### src/rtl/cla_pipe_adder.sv
// Pipelined WIDTH-bit adder: one 4-bit carry-lookahead slice per stage, with the
// inter-nibble carry registered and valid/ready flow control through every stage.

module cla_4bit (
  input  logic [3:0] a,
  input  logic [3:0] b,
  input  logic       ci,
  output logic [3:0] s,
  output logic       co
);

  logic [3:0] g_s;
  logic [3:0] p_s;
  logic [4:0] c_s;

  assign g_s    = a & b;
  assign p_s    = a ^ b;
  assign c_s[0] = ci;
  assign c_s[1] = g_s[0] | (p_s[0] & ci);
  assign c_s[2] = g_s[1] | (p_s[1] & g_s[0]) | (p_s[1] & p_s[0] & ci);
  assign c_s[3] = g_s[2] | (p_s[2] & g_s[1]) | (p_s[2] & p_s[1] & g_s[0])
                | (p_s[2] & p_s[1] & p_s[0] & ci);
  assign c_s[4] = g_s[3] | (p_s[3] & g_s[2]) | (p_s[3] & p_s[2] & g_s[1])
                | (p_s[3] & p_s[2] & p_s[1] & g_s[0])
                | (p_s[3] & p_s[2] & p_s[1] & p_s[0] & ci);
  assign s      = p_s ^ c_s[3:0];
  assign co     = c_s[4];

endmodule

module cla_pipe_adder #(
  parameter int WIDTH = 16
) (
  input  logic             clk,
  input  logic             rst_n,
  input  logic             in_valid,
  output logic             in_ready,
  input  logic [WIDTH-1:0] a,
  input  logic [WIDTH-1:0] b,
  input  logic             cin,
  output logic             out_valid,
  input  logic             out_ready,
  output logic [WIDTH-1:0] sum,
  output logic             cout
);

  localparam int S = WIDTH / 4;

  logic [S-1:0]     v_r;
  logic [S-1:0]     c_r;
  logic [WIDTH-1:0] psum_r [S];
  logic [WIDTH-1:0] arem_r [S];
  logic [WIDTH-1:0] brem_r [S];

  logic [S:0]       rdy_s;
  logic [WIDTH-1:0] ain_s  [S];
  logic [WIDTH-1:0] bin_s  [S];
  logic [WIDTH-1:0] pin_s  [S];
  logic [S-1:0]     cin_s;
  logic [S-1:0]     vin_s;
  logic [S-1:0]     co_s;
  logic [3:0]       nib_s  [S];

  // Ready chain: an empty stage accepts even when everything downstream is stalled
  always_comb begin
    rdy_s    = {(S+1){1'b0}};
    rdy_s[S] = out_ready;
    for (int j = S - 1; j >= 0; j--) begin
      rdy_s[j] = ~v_r[j] | rdy_s[j+1];
    end
  end

  // Stage inputs: stage 0 sees the ports, later stages see the previous stage's registers
  always_comb begin
    ain_s[0] = a;
    bin_s[0] = b;
    pin_s[0] = {WIDTH{1'b0}};
    cin_s    = {S{1'b0}};
    vin_s    = {S{1'b0}};
    cin_s[0] = cin;
    vin_s[0] = in_valid;
    for (int j = 1; j < S; j++) begin
      ain_s[j] = arem_r[j-1];
      bin_s[j] = brem_r[j-1];
      pin_s[j] = psum_r[j-1];
      cin_s[j] = c_r[j-1];
      vin_s[j] = v_r[j-1];
    end
  end

  for (genvar k = 0; k < S; k++) begin : g_slice
    cla_4bit u_cla (
      .a  (ain_s[k][3:0]),
      .b  (bin_s[k][3:0]),
      .ci (cin_s[k]),
      .s  (nib_s[k]),
      .co (co_s[k])
    );
  end

  // Stage registers; operands shift down a nibble per stage, data only loads with a valid beat
  always_ff @(posedge clk) begin
    if (!rst_n) begin
      v_r <= {S{1'b0}};
      c_r <= {S{1'b0}};
      for (int j = 0; j < S; j++) begin
        psum_r[j] <= {WIDTH{1'b0}};
        arem_r[j] <= {WIDTH{1'b0}};
        brem_r[j] <= {WIDTH{1'b0}};
      end
    end else begin
      for (int j = 0; j < S; j++) begin
        if (rdy_s[j]) begin
          v_r[j] <= vin_s[j];
          if (vin_s[j]) begin
            psum_r[j] <= pin_s[j] | ({{(WIDTH-4){1'b0}}, nib_s[j]} << (4 * j));
            arem_r[j] <= {4'd0, ain_s[j][WIDTH-1:4]};
            brem_r[j] <= {4'd0, bin_s[j][WIDTH-1:4]};
            c_r[j]    <= co_s[j];
          end
        end
      end
    end
  end

  assign in_ready  = rst_n & rdy_s[0];
  assign out_valid = v_r[S-1];
  assign sum       = psum_r[S-1];
  assign cout      = c_r[S-1];

endmodule

### config.mk
export PLATFORM = sky130hd
export DESIGN_NAME = cla_pipe_adder
export DESIGN_NICKNAME = d
export VERILOG_FILES = /design/src/rtl/cla_pipe_adder.sv
export SDC_FILE = /design/constraint.sdc
export NUM_CORES = 1
export LEC_CHECK = 0
export CAP_MARGIN = 10
export CORE_MARGIN = 10
export CORE_UTILIZATION = 55
export DETAILED_ROUTE_END_ITERATION = 10
export MAX_ROUTING_LAYER = met4
export PLACE_DENSITY = 0.87
export SLEW_MARGIN = 40
export SYNTH_ARGS = -nofsm -noshare
export SYNTH_HDL_FRONTEND = slang
export SYNTH_SLANG_ARGS = --single-unit
### constraint.sdc
create_clock -name clk -period 2.4 [get_ports clk]
set_clock_uncertainty 0.15 [all_clocks]
set_input_delay 0.24 -clock clk [delete_from_list [all_inputs] [get_ports clk]]
set_output_delay 0.24 -clock clk [all_outputs]
set_load 0.01 [all_outputs]
==> flow_summary.json <==
{
  "crit_type": "reg2out",
  "dpl.cell_count": 453,
  "peakVddDrop_mv": 0.339,
  "diodes": 0,
  "critPathTopFamily": "simple AND/OR/NAND/NOR gates",
  "post_cts_resized": 0,
  "required_ns": 2.01,
  "coreArea_um2": 7330,
  "rsz0062_at_grt": "no",
  "finalSetupTns_ns": 0,
  "insertion_delay_ns": 0.35,
  "synth_ff_type": "edfxtp_1",
  "p_int_uw": 2480,
  "end_kind": "output pin",
  "finalHoldViolations": 0,
  "worstPathArrival_ns": 1.87,
  "cp_num_cells": 4,
  "htreeDepth": 3,
  "synthTopCellsByArea": "edfxtp_1 63%, and3_1 5.5%, ha_1 5.1%",
  "finalSetupViolations": 0,
  "slowest_stage": "clkdlybuf4s50_1",
  "clk_path_buf_depth": 2,
  "max_slew_margin": 0.757,
  "max_freq_mhz": 443,
  "finalInstanceArea_um2": 5080,
  "numCtsBuffers": 9,
  "die_x_um": 107,
  "ioPinCount": 56,
  "drv_slew": 0,
  "drive_above_1_share": 0.105,
  "hold_depth": 2,
  "min_from": "c_r[3]$_SDFFE_PN0P_",
  "pwr-share-clk": 0.288,
  "yosysMostFrequentCell": "edfxtp_1",
  "routed_wl_mm": 6.16,
  "cap_violations": 0,
  "max_stage_delay_ns": 0.47,
  "fin_cells": 469,
  "status": "complete, no violations",
  "synth_top_area_frac": 0.629,
  "synthCells": 302,
  "worstHoldPathType": "reg2reg",
  "synthArstFlopShare": 0,
  "syn_area_um2": 4200,
  "cts_root_buffer": "clkbuf_8",
  "vias_per_cell": 5.01,
  "finalCriticalPeriod_ns": 2.26,
  "numPortBuffers": 55,
  "p_leak_uw": 0.00211,
  "ys_types": 34,
  "p_sw_uw": 717,
  "seqPwrFrac": 0.612,
  "groute.usage.overall": 0.112,
  "comb_power_share": 0.101,
  "drtPass1Iterations": 4,
  "start_util": 0.573,
  "whs_endpoint": "c_r[3]$_SDFFE_PN0P_",
  "die_y_um": 107,
  "fin_crit_sh": 0.940,
  "crit_path_cell_trace": "and4b_4 -> nand2_2 -> and2_1 -> clkdlybuf4s50_1",
  "nets": 423,
  "rows": 31,
  "grt_pass1_vias": 2235,
  "hold_ws_ns": 0.326,
  "clock_sinks": 96,
  "wl_per_cell_um": 13.1,
  "drc_errors": 0,
  "floorplan.die_area_um2": 11500,
  "area_delta_synth_final_pct": 21.0,
  "r2r_slack_ns": 0.46,
  "path_clk_slew_ns": 0.09,
  "crit_fanout": 7,
  "avgSynthCellArea_um2": 13.9,
  "post_cts_buffers": 0,
  "worstMarginPinSlew_ns": 0.363,
  "yosys.area.top_type": "edfxtp_1",
  "ys_ff_latch": 96,
  "yosysWarnings": 0,
  "syn_nets": 360,
  "power.density_nw_per_um2": 629,
  "ys_top_cells_by_count": "88 x edfxtp_1, 37 x and3_1, 27 x and2_1, 18 x nor2_1, 17 x ha_1",
  "r2r-start": "arem_r[0][0]$_SDFFCE_PN0P_",
  "ant_nets": 0,
  "grt_pass1_wl_mm": 10.0,
  "reg2reg_to": "psum_r[1][7]$_SDFFCE_PN0P_",
  "p_sw_frac": 0.224,
  "routabilityCongestion": 0.782,
  "antenna_found_initial": 0,
  "grt_max_degree": 60,
  "critPathLaunchType": "register",
  "placed_cell_area_um2": 4910,
  "synth-edff-count": 88,
  "num_vias": 2349,
  "post-dp-hpwl_mm": 4.67,
  "grt_overflow": 0,
  "ff2ff_path_depth": 5,
  "drtIter0Drc": 111,
  "cts_tree": "yes",
  "cts_hold_buf": 0,
  "yosysSeqAreaShare": 0.667,
  "path_buf_inv": 1,
  "final.fill_count": 510
}
[layout by cell type (no fill, tap or decap), types with 9 or more instances in the layout]
| master | synthesis | routed |
|---|---|---|
| and3_1 | 37 | 37 |
| nor2_1 | 18 | 18 |
| and2_1 | 27 | 27 |
| nand2_1 | 9 | 9 |
| ha_1 | 17 | 17 |
| clkbuf_8 | 0 | 9 |
| inv_1 | 13 | 13 |
| and2_4 | 10 | 10 |
| clkdlybuf4s50_1 | 0 | 55 |
| edfxtp_1 | 88 | 88 |
[per-layer routing]
metal  track usage  wire [um]  up-vias
met2         0.186       3110       56
met5             -          0        -
met4        0.0677         59        0
li1              -          -     1217
met3        0.0281        338        4
met1         0.118       2650     1072
[registers in the layout (all words and copies together), names as in the netlist]
name,count
arem_r,24
c_r,4
brem_r,24
psum_r,40
v_r,4
[area by class of cell]
type / count / area, um^2 / area share
clock buffer: 10 / 128 / 0.0251
clock inverter: 6 / 43.8 / 0.00862
inverter: 13 / 48.8 / 0.00960
multi-input combinational: 180 / 1280 / 0.253
sequential: 96 / 2800 / 0.552
tap: 99 / 124 / 0.0244
timing repair buffer: 65 / 651 / 0.128
[power by group through the flow]
stage | registers, uW | logic (uW) | clock network (uW)
floorplan | 1990 | 177 | 0
global placement | 1990 | 309 | 0
detailed placement | 1990 | 322 | 0
CTS | 1960 | 326 | 936
global route | 1970 | 356 | 993
finish | 1950 | 321 | 918
[how the worst max path moves through the flow]
stage                                             end                 from  slack (ns)
after floorplan           arem_r[0][12]$_SDFFCE_PN0P_  v_r[3]$_SDFFE_PN0P_        0.46
after global placement                       in_ready            out_ready        0.23
after detailed placement                     in_ready            out_ready        0.20
after CTS                                    in_ready  v_r[2]$_SDFFE_PN0P_        0.11
after global routing                         in_ready  v_r[2]$_SDFFE_PN0P_        0.05
final                                        in_ready  v_r[2]$_SDFFE_PN0P_        0.14
[worst register-to-register path: cells and delay by family, from the launching register on]
family	cells	cell delay, ns
compound gates	2	0.57
flops	1	0.41
fa+ha+maj	1	0.33
xor+xnor	1	0.19
simple gates	1	0.05
[cells by family after synthesis]
logic type               count (synthesis)  share of synthesized area
AND/OR/NAND/NOR                        123                      0.173
AO/OA/AOI/OAI                           28                     0.0459
flip-flops                              96                      0.667
XOR/XNOR                                 8                     0.0167
adder cells (fa/ha/maj)                 21                     0.0697
buffers and inverters                   26                     0.0271
[through the flow]
step                      utilization  setup WS (ns)  power, uW
after floorplan                     -          0.463       2170
after global placement          0.670          0.232       2300
after detailed placement        0.670          0.199       2320
after CTS                       0.693          0.111       3220
after global routing            0.693         0.0495       3320
final                           0.693          0.144       3190
No activity file was read; power rests on OpenSTA's default activity.
